File: config.mk
export PLATFORM = sky130hd
export DESIGN_NAME = drv_ad56x3_sched
export DESIGN_NICKNAME = d
export VERILOG_FILES = /design/src/rtl/drv_ad56x3_pkg.sv /design/src/rtl/drv_ad56x3_sched_ram.sv /design/src/rtl/drv_ad56x3_sched.sv
export SDC_FILE = /design/constraint.sdc
export NUM_CORES = 2
export LEC_CHECK = 0
export ABC_AREA = 0
export ABC_CLOCK_PERIOD_IN_PS = 5900
export CORE_MARGIN = 3
export CORE_UTILIZATION = 55
export CTS_CLUSTER_SIZE = 20
export DETAILED_ROUTE_END_ITERATION = 16
export DONT_BUFFER_PORTS = 1
export PLACE_DENSITY = 0.8
export SKIP_CTS_REPAIR_TIMING = 1
export SYNTH_ARGS = -nofsm -noshare
export SYNTH_HDL_FRONTEND = slang
export SYNTH_HIERARCHICAL = 1
export SYNTH_SLANG_ARGS = --single-unit
File: constraint.sdc
create_clock -name clk -period 5.9 [get_ports clk]
set_clock_uncertainty 0.05 [all_clocks]
set_input_delay 0.885 -clock clk [delete_from_list [all_inputs] [get_ports clk]]
set_output_delay 0.885 -clock clk [all_outputs]
set_load 0.01 [all_outputs]
File: src/rtl/drv_ad56x3_pkg.sv
// -----------------------------------------------------------------------------
// drv_ad56x3_pkg
// Shared definitions for the AD56x3 sample scheduler: playback FSM state
// encoding, Avalon-MM register addresses, CTRL/STATUS bit positions and the
// minimum usable tick period together with its clamp helper.
// No ports (package).
// -----------------------------------------------------------------------------
package drv_ad56x3_pkg;

    typedef enum logic [2:0] {
        ST_IDLE    = 3'd0,
        ST_WAIT    = 3'd1,
        ST_FETCH   = 3'd2,
        ST_PRESENT = 3'd3,
        ST_DONE    = 3'd4
    } state_e;

    localparam logic [2:0] ADR_CTRL   = 3'd0;
    localparam logic [2:0] ADR_PERIOD = 3'd1;
    localparam logic [2:0] ADR_LENGTH = 3'd2;
    localparam logic [2:0] ADR_WRPTR  = 3'd3;
    localparam logic [2:0] ADR_DATA0  = 3'd4;
    localparam logic [2:0] ADR_DATA1  = 3'd5;
    localparam logic [2:0] ADR_STATUS = 3'd6;
    localparam logic [2:0] ADR_RDIDX  = 3'd7;

    localparam int CTRL_RUN  = 0;
    localparam int CTRL_LOOP = 1;
    localparam int CTRL_CLR  = 2;

    localparam int STAT_BUSY     = 0;
    localparam int STAT_DONE     = 1;
    localparam int STAT_URUN_LSB = 8;

    localparam logic [15:0] MIN_PERIOD = 16'd2;

    // Periods shorter than the WAIT->FETCH->PRESENT pipeline cannot be met.
    function automatic logic [15:0] clamp_period(input logic [15:0] p);
        return (p < MIN_PERIOD) ? MIN_PERIOD : p;
    endfunction

endpackage

File: src/rtl/drv_ad56x3_sched_ram.sv
// -----------------------------------------------------------------------------
// drv_ad56x3_sched_ram
// Simple dual-port sample-pair RAM, DEPTH x WIDTH, registered read.
//   clk, reset          : clock, synchronous active-low reset (read reg only)
//   wr_en_i/addr/data   : write port
//   rd_en_i/rd_addr_i   : read request, data on rd_data_o one cycle later
// A same-cycle write to the address being read returns the old contents.
// -----------------------------------------------------------------------------
module drv_ad56x3_sched_ram #(
    parameter int WIDTH  = 28,
    parameter int DEPTH  = 64,
    parameter int ADDR_W = 6
) (
    input  logic              clk,
    input  logic              reset,
    input  logic              wr_en_i,
    input  logic [ADDR_W-1:0] wr_addr_i,
    input  logic [WIDTH-1:0]  wr_data_i,
    input  logic              rd_en_i,
    input  logic [ADDR_W-1:0] rd_addr_i,
    output logic [WIDTH-1:0]  rd_data_o
);
    logic [WIDTH-1:0] mem_q [DEPTH];
    logic [WIDTH-1:0] rd_q;

    // Storage array, never reset so loaded waveforms survive a reset
    always_ff @(posedge clk) begin
        if (wr_en_i) begin
            mem_q[wr_addr_i] <= wr_data_i;
        end
    end

    // Registered read port; reset clears only the output register
    always_ff @(posedge clk) begin
        if (!reset) begin
            rd_q <= '0;
        end else if (rd_en_i) begin
            rd_q <= mem_q[rd_addr_i];
        end
    end

    assign rd_data_o = rd_q;
endmodule

File: src/rtl/drv_ad56x3_sched.sv
// -----------------------------------------------------------------------------
// drv_ad56x3_sched
// Periodic two-channel sample scheduler for an AD56x3 DAC driver. Sample pairs
// are loaded into a RAM through an Avalon-MM register file and replayed at a
// programmable period on two Avalon-ST sources.
//   clk, reset               : clock, synchronous active-low reset
//   avsAdr/avsWr/avsWrData   : register writes
//   avsRd/avsRdData          : register reads, latency 1
//   srcValid0/srcData0/srcRdy0, srcValid1/srcData1/srcRdy1 : sample sources
//   irqDone                  : one-cycle pulse when a one-shot run ends
// -----------------------------------------------------------------------------
module drv_ad56x3_sched
    import drv_ad56x3_pkg::*;
#(
    parameter int DATA_WIDTH = 14,
    parameter int DEPTH      = 64
) (
    input  logic                  clk,
    input  logic                  reset,
    input  logic [2:0]            avsAdr,
    input  logic                  avsWr,
    input  logic [15:0]           avsWrData,
    input  logic                  avsRd,
    output logic [15:0]           avsRdData,
    output logic                  srcValid0,
    output logic [DATA_WIDTH-1:0] srcData0,
    input  logic                  srcRdy0,
    output logic                  srcValid1,
    output logic [DATA_WIDTH-1:0] srcData1,
    input  logic                  srcRdy1,
    output logic                  irqDone
);
    localparam int AW = (DEPTH > 1) ? $clog2(DEPTH) : 1;

    state_e                state_q, state_d;
    logic [15:0]           period_q, cnt_q, cnt_d, rdata_q, rd_mux_s;
    logic [AW-1:0]         length_q, wrptr_q, idx_q, idx_d;
    logic [DATA_WIDTH-1:0] data0_q;
    logic [7:0]            urun_q, urun_d;
    logic                  done_q, done_d, run_q, run_d, loop_q, loop_d;
    logic                  valid0_q, valid0_d, valid1_q, valid1_d, irq_q, irq_d;
    logic                  ctrl_wr_s, busy_s, tick_s, start_s, stop_s, clr_s;
    logic                  pair_done_s, fetch_s, done_set_s;
    logic [2*DATA_WIDTH-1:0] ram_rd_s;

    assign ctrl_wr_s   = avsWr && (avsAdr == ADR_CTRL);
    assign clr_s       = ctrl_wr_s && avsWrData[CTRL_CLR];
    assign busy_s      = (state_q == ST_WAIT) || (state_q == ST_FETCH) || (state_q == ST_PRESENT);
    assign tick_s      = busy_s && (cnt_q == 16'd0);
    assign start_s     = ctrl_wr_s && avsWrData[CTRL_RUN] && !busy_s;
    // A stop request is either an earlier run=0 write or one arriving now.
    assign stop_s      = !run_q || (ctrl_wr_s && !avsWrData[CTRL_RUN]);
    assign pair_done_s = (state_q == ST_PRESENT) && (!valid0_q || srcRdy0) && (!valid1_q || srcRdy1);

    drv_ad56x3_sched_ram #(
        .WIDTH  (2 * DATA_WIDTH),
        .DEPTH  (DEPTH),
        .ADDR_W (AW)
    ) u_ram (
        .clk       (clk),
        .reset     (reset),
        .wr_en_i   (avsWr && (avsAdr == ADR_DATA1)),
        .wr_addr_i (wrptr_q),
        .wr_data_i ({avsWrData[DATA_WIDTH-1:0], data0_q}),
        .rd_en_i   (fetch_s),
        .rd_addr_i (idx_q),
        .rd_data_o (ram_rd_s)
    );

    // Playback FSM next state, index and completion pulse
    always_comb begin
        state_d    = state_q;
        idx_d      = idx_q;
        fetch_s    = 1'b0;
        irq_d      = 1'b0;
        done_set_s = 1'b0;
        case (state_q)
            ST_IDLE, ST_DONE: begin
                if (start_s) begin
                    state_d = ST_WAIT;
                    idx_d   = '0;
                end else begin
                    state_d = state_q;
                end
            end
            ST_WAIT: begin
                if (stop_s) begin
                    state_d = ST_IDLE;
                end else if (tick_s) begin
                    state_d = ST_FETCH;
                end else begin
                    state_d = ST_WAIT;
                end
            end
            ST_FETCH: begin
                fetch_s = 1'b1;
                state_d = ST_PRESENT;
            end
            ST_PRESENT: begin
                // A tick landing on the completion cycle is on time: go
                // straight to FETCH instead of losing it in WAIT.
                if (!pair_done_s) begin
                    state_d = ST_PRESENT;
                end else if (stop_s) begin
                    state_d = ST_IDLE;
                end else if (idx_q != length_q) begin
                    idx_d   = idx_q + AW'(1);
                    state_d = tick_s ? ST_FETCH : ST_WAIT;
                end else if (loop_q) begin
                    idx_d   = '0;
                    state_d = tick_s ? ST_FETCH : ST_WAIT;
                end else begin
                    state_d    = ST_DONE;
                    irq_d      = 1'b1;
                    done_set_s = 1'b1;
                end
            end
            default: state_d = ST_IDLE;
        endcase
    end

    // Next state for the period timer, status flags, run/loop and valids
    always_comb begin
        if (start_s) begin
            cnt_d = clamp_period(period_q);
        end else if (tick_s) begin
            cnt_d = clamp_period(period_q);
        end else if (busy_s) begin
            cnt_d = cnt_q - 16'd1;
        end else begin
            cnt_d = cnt_q;
        end

        if (clr_s) begin
            urun_d = 8'd0;
        end else if (tick_s && (state_q == ST_PRESENT) && !pair_done_s && (urun_q != 8'hFF)) begin
            urun_d = urun_q + 8'd1;
        end else begin
            urun_d = urun_q;
        end

        if (clr_s || start_s) begin
            done_d = 1'b0;
        end else if (done_set_s) begin
            done_d = 1'b1;
        end else begin
            done_d = done_q;
        end

        if (start_s) begin
            run_d = 1'b1;
        end else if (ctrl_wr_s && !avsWrData[CTRL_RUN]) begin
            run_d = 1'b0;
        end else if ((state_d == ST_IDLE) || (state_d == ST_DONE)) begin
            run_d = 1'b0;
        end else begin
            run_d = run_q;
        end

        if (ctrl_wr_s) begin
            loop_d = avsWrData[CTRL_LOOP];
        end else begin
            loop_d = loop_q;
        end

        // Each channel drops on its own once its sink has taken the sample.
        if (fetch_s) begin
            valid0_d = 1'b1;
            valid1_d = 1'b1;
        end else if (state_q == ST_PRESENT) begin
            valid0_d = valid0_q && !srcRdy0;
            valid1_d = valid1_q && !srcRdy1;
        end else begin
            valid0_d = 1'b0;
            valid1_d = 1'b0;
        end
    end

    // Register read multiplexer; write-only and unused bits read as zero
    always_comb begin
        rd_mux_s = 16'd0;
        case (avsAdr)
            ADR_PERIOD: rd_mux_s = period_q;
            ADR_LENGTH: rd_mux_s[AW-1:0] = length_q;
            ADR_WRPTR:  rd_mux_s[AW-1:0] = wrptr_q;
            ADR_STATUS: begin
                rd_mux_s[STAT_BUSY]         = busy_s;
                rd_mux_s[STAT_DONE]         = done_q;
                rd_mux_s[STAT_URUN_LSB +: 8] = urun_q;
            end
            ADR_RDIDX:  rd_mux_s[AW-1:0] = idx_q;
            default:    rd_mux_s = 16'd0;
        endcase
    end

    // Playback state, status and output registers
    always_ff @(posedge clk) begin
        if (!reset) begin
            state_q  <= ST_IDLE;
            idx_q    <= '0;
            cnt_q    <= 16'd0;
            urun_q   <= 8'd0;
            done_q   <= 1'b0;
            run_q    <= 1'b0;
            loop_q   <= 1'b0;
            valid0_q <= 1'b0;
            valid1_q <= 1'b0;
            irq_q    <= 1'b0;
            rdata_q  <= 16'd0;
        end else begin
            state_q  <= state_d;
            idx_q    <= idx_d;
            cnt_q    <= cnt_d;
            urun_q   <= urun_d;
            done_q   <= done_d;
            run_q    <= run_d;
            loop_q   <= loop_d;
            valid0_q <= valid0_d;
            valid1_q <= valid1_d;
            irq_q    <= irq_d;
            rdata_q  <= avsRd ? rd_mux_s : 16'd0;
        end
    end

    // Host-writable configuration and the RAM load pointer
    always_ff @(posedge clk) begin
        if (!reset) begin
            period_q <= 16'd0;
            length_q <= '0;
            wrptr_q  <= '0;
            data0_q  <= '0;
        end else if (avsWr) begin
            case (avsAdr)
                ADR_PERIOD: period_q <= avsWrData;
                ADR_LENGTH: length_q <= avsWrData[AW-1:0];
                ADR_WRPTR:  wrptr_q  <= avsWrData[AW-1:0];
                ADR_DATA0:  data0_q  <= avsWrData[DATA_WIDTH-1:0];
                ADR_DATA1:  wrptr_q  <= wrptr_q + AW'(1);
                default:    ;
            endcase
        end
    end

    assign srcValid0 = valid0_q;
    assign srcValid1 = valid1_q;
    assign srcData0  = ram_rd_s[DATA_WIDTH-1:0];
    assign srcData1  = ram_rd_s[2*DATA_WIDTH-1:DATA_WIDTH];
    assign irqDone   = irq_q;
    assign avsRdData = rdata_q;
endmodule

After elaboration in Yosys (flattened, before gate mapping)
Memories as Yosys holds them, arrays and structs flattened. A register that Yosys moved wholly into a read port is not among the register bits. Index checks and enable logic that the tools add are counted.

$add $sub $neg: 4. Order comparisons: 1. Equal/unequal tests: 18. Mux-type cells: 37. Bitwise logic cells: 1. Reductions and logical operators: 48.

Operators with widths (count): 2-to-1 mux 16 bit (4); 2-to-1 mux 6 bit (5); one-hot mux 6 bit (2 select lines) (2); == test 3 bit (second input constant) (6); zero test 16 bit (1); less-than comparator 16 x 2 -> 1 bit (second input constant) (1); one-hot mux 4 bit (4 select lines) (1); one-hot mux 8 bit (2 select lines) (1); subtractor 16 x 1 -> 16 bit (second input constant) (1); 2-to-1 mux 1 bit (15); 2-to-1 mux 3 bit (5); logical AND 1 bit (14); adder 6 x 1 -> 6 bit (second input constant) (2); == test 3 x 2 -> 1 bit (second input constant) (4); one-hot mux 3 bit (4 select lines) (1); one-hot mux 2 bit (5 select lines) (1); AND reduction 2 bit (5); zero test 1 bit (9); zero test 3 bit (3); adder 8 x 1 -> 8 bit (second input constant) (1); inequality test 8 bit (second input constant) (1); logical OR 1 bit (7); == test 3 x 1 -> 1 bit (second input constant) (2); inequality test 2 bit (second input constant) (3); other kinds (9) (14).

Flip-flop bits (word level): 97. Memory bits (writable): 1792. Input port bits: 25. Logic and storage cells: 126. Memories: 1.

Memories: u_ram.mem_q (depth 64, bits a word 28, rd ports 1, clocked after Yosys merged registers in 1, write ports 1, line drv_ad56x3_sched_ram.sv:23) `logic [WIDTH-1:0] mem_q [DEPTH];`.

Depth between registers and ports, before layout
Depth after elaboration: 15. Depth in mapped cells: 9. Mapped depth without buffers: 7.

Cells and area by module
The synthesis kept the hierarchy.

By module, submodules not included: drv_ad56x3_sched_ram (times used 1, cells each 3483, area an instance 69756.9 sq um, seq. area each 54372.1 sq um); drv_ad56x3_sched (times used 1, cells each 562, area an instance 4616.9 sq um, seq. area each 1941.9 sq um).

Worst setup path before layout
Ideal clock, no wire load.

Kind: input to register. From: input avsAdr[2]. To: memory u_ram.mem_q[48][0] (enable). Arrival: 4365 ps. Data required time: 5402 ps. Setup slack: 1037 ps. Stages on the path: 8. Cells stage by stage: clkbuf_1 and3b_1 clkbuf_1 and2_1 clkbuf_1 nand3_1 or3_1 nor3_1.

Word-level cells in the longest chain between the ends: 4.

RTL lines: from (decl) (line drv_ad56x3_sched.sv:20) `input logic [2:0] avsAdr,`; == test 3 bit (line drv_ad56x3_sched.sv:62) `.wr_en_i (avsWr && (avsAdr == ADR_DATA1)),`; logical AND 1 bit (line drv_ad56x3_sched.sv:62); 2-to-1 mux 1 bit (line drv_ad56x3_sched_ram.sv:28) `if (wr_en_i) begin`; 2-to-1 mux 1 bit (not written as such) (line drv_ad56x3_sched_ram.sv:29) `mem_q[wr_addr_i] <= wr_data_i;`; to (decl) (line drv_ad56x3_sched_ram.sv:23).

No other way between the ends.

==> results.json <==
{
  "setup_tns_ns": 0,
  "worstPathArrival_ns": 4.66,
  "grt_pass1_wl_mm": 276,
  "synthesis.nets": 4075,
  "synth_top_area_share_pct": 72.4,
  "min_to": "u_ram/mem_q[40][25]",
  "p_seq_share_pct": 56.6,
  "ant_nets": 0,
  "slew_headroom_pct": 11.3,
  "switching_share_pct": 19.2,
  "synth_cell_types": 70,
  "seq_area_frac_synth_pct": 75.7,
  "hp-start": "avsWrData[11]",
  "grtUsageTotal_pct": 27.2,
  "final_cell_mix": "1,792 x edfxtp_1, 342 x mux2_2, 225 x mux4_2",
  "nNetsFinal": 4077,
  "drc": 0,
  "core_area_mm2": 0.134,
  "p_comb_share_pct": 0.7,
  "worst_r2r_path_depth": 6,
  "cp-start-kind": "flop",
  "synth_area_mm2": 0.0744,
  "synth.avg_cell_area_um2": 18.4,
  "cts_buffers": 180,
  "grt_pass1_vias": 39500,
  "cp.required_ns": 6.48,
  "rsz0062_at_grt": "false",
  "p_per_area_mw_per_mm2": 318,
  "io_buffer_count": 0,
  "internal-power_w": 0.0212,
  "whs_path_depth": 0,
  "cp_slowest_cell": "dfxtp_4",
  "min_path_type": "primary input to flop",
  "min_period_over_period_pct": 69.1,
  "hpwl_mm": 107,
  "die_y_um": 374,
  "synthTopCellsByArea": "edfxtp_1 72%, mux4_2 6.8%, mux2_2 5.2%, dfxtp_1 3.4%, a22o_1 1.4%",
  "max_cap_viol_count": 0,
  "clkSinkCount": 1917,
  "drive_gt1_share_pct": 23.4,
  "layout_min_cycle_time_ns": 4.08,
  "path_class": "flop to flop",
  "r2r_start": "idx_q[2]",
  "max_freq_mhz": 245,
  "dieArea_mm2": 0.140,
  "crit_buf_inv": 2,
  "cts_tree": "yes",
  "place_ws_ns": 1.56,
  "yosys.area.top_type": "edfxtp_1",
  "design_area_mm2": 0.0824,
  "grt_start_max_net_pins": 108,
  "wire_per_inst_um": 32.2,
  "cts-root-buf": "clkbuf_16",
  "synth_seq_cells": 1917,
  "setup_viol": 0,
  "vias": 40600,
  "p_clk_share_pct": 42.7,
  "avgViaCountPerCell": 6.81,
  "cts_buffer_depth": 3,
  "drt_wl_total_mm": 192,
  "gp_congestion": 0.904,
  "post_dp_cell_area_mm2": 0.0767,
  "cts_max_level": 4,
  "async_flop_share_pct": 0,
  "drt_iter0_markers": 6306,
  "critPathTopFamily": "buffers and inverters",
  "clk_pin_slew_ns": 0.07,
  "die_w_um": 374,
  "worst_pin_slew_ns": 1.33,
  "switching_power_w": 0.00504,
  "cp_max_fo": 55,
  "path_depth": 6,
  "regToRegSetupSlack_ns": 1.82,
  "status": "finished, final reports clean",
  "antenna_found_initial": 11,
  "pin_count": 72,
  "peakVddDrop_v": 0.000296,
  "ys.flop_type": "edfxtp_1",
  "first_pass_iters": 8,
  "yosysWarningCount": 6,
  "synth_edf_count": 1792,
  "slowest_delay_ns": 0.90,
  "hold_violations": 0,
  "initial_core_util_pct": 55.6,
  "crit_top_cell": "buf_4",
  "rows": 134,
  "area_growth_pct": 10.9,
  "r2r-end": "u_ram/rd_data_o[3]",
  "syn_inst": 4045,
  "layout_commonest_cell": "edfxtp_1",
  "leakage_nw": 23.1,
  "crit_chain": "buf_4 > buf_4 > mux4_2 > a22o_1 > nor4_1 > o221ai_1",
  "layout_setup_ws_ns": 1.82,
  "insertion_delay_ns": 0.79,
  "slew_viol_final": 0,
  "critPathCaptureType": "flop",
  "overflow": 0
}
==> power by group through the flow <==
stage	sequential, W	combinational, W	clock [W]
2_1_floorplan	0.0151	0.000104	0
3_3_place_gp	0.0151	0.000172	0
3_5_place_dp	0.0151	0.000176	0
4_1_cts	0.0148	0.000179	0.0113
5_1_grt	0.0148	0.000194	0.0118
6_report	0.0148	0.000184	0.0112
==> worst register-to-register path: cells and delay by family (launching register included) <==
kind / cells / cell delay, ns
simple gates: 1 / 0.72
compound gates: 2 / 0.51
mux: 1 / 0.41
flops: 1 / 0.90
buf+inv: 2 / 1.34
==> Yosys cell counts, drive strengths merged (61+ instances only) <==
cell type / instances
a211oi: 114
a21oi: 65
a22o: 123
buf: 88
clkbuf: 164
dfxtp: 125
edfxtp: 1792
mux2: 342
mux4: 225
nand2: 105
nor2: 100
nor2b: 119
nor3: 122
nor4: 61
o21ai: 130
o22ai: 118
==> worst max path at each step <==
stage / start / end / slack (ns)
floorplan: avsAdr[2] / u_ram/mem_q[48][0] / 1.04
CTS: idx_q[2] / u_ram/rd_data_o[3] / 1.91
detailed placement: avsAdr[1] / u_ram/mem_q[60][26] / 1.56
finish: idx_q[2] / u_ram/rd_data_o[3] / 1.82
global placement: avsAdr[1] / u_ram/mem_q[22][20] / 1.60
global route: idx_q[2] / u_ram/rd_data_o[3] / 1.85
==> flip-flops by register name, indices dropped and copies added, names as in the netlist, 3 cells and up <==
signal and count:
avsRdData 16, cnt_q 16, data0_q 14, idx_q 6, length_q 6, period_q 16, state_q 3, u_ram/mem_q 1792
u_ram/rd_data_o 28, urun_q 8, wrptr_q 6
==> layer usage <==
metal / wire, um / track usage (%) / up-vias
met1: 69500 / 37.7 / 20800
met3: 28000 / 9.27 / 437
met2: 87600 / 40.6 / 2920
li1: - / - / 16500
met4: 6960 / 9.34 / 12
met5: 99 / 0 / -
==> cell type report <==
cell class,instances,area [um2]
flip-flops and latches,1917,56300
clock buffers,250,5000
repair buffers,72,686
well taps,1768,2210
inverters,8,30.0
fillers,8736,51300
clock inverters,80,668
multi-input cells,1868,17500
diodes,8,20.0
==> cell families (layout without fill, tap and decap cells) <==
family	Yosys count	in the layout	share of synthesized area, %
adder cells (fa/ha/maj)	5	5	0.0841
flip-flops	1917	1917	75.7
AO/OA/AOI/OAI	633	633	5.83
multiplexers	575	575	12.1
AND/OR/NAND/NOR	647	647	4.66
buffers and inverters	260	410	1.51
XOR/XNOR	8	8	0.0942
other	0	8	0
==> metrics by stage <==
| stage | total power [W] | util [%] | instances | hold slack [ns] |
|---|---|---|---|---|
| 2_1_floorplan | 0.0152 | - | 4045 | 0.368 |
| 3_5_place_dp | 0.0153 | 57.4 | 5632 | 0.396 |
| 3_3_place_gp | 0.0153 | 57.4 | 5632 | 0.397 |
| 6_report | 0.0262 | 61.6 | 5971 | 0.150 |
| 4_1_cts | 0.0263 | 61.6 | 5962 | 0.115 |
| 5_1_grt | 0.0268 | 61.6 | 5963 | 0.114 |
Note: power is estimated with default switching activity, not from simulation.
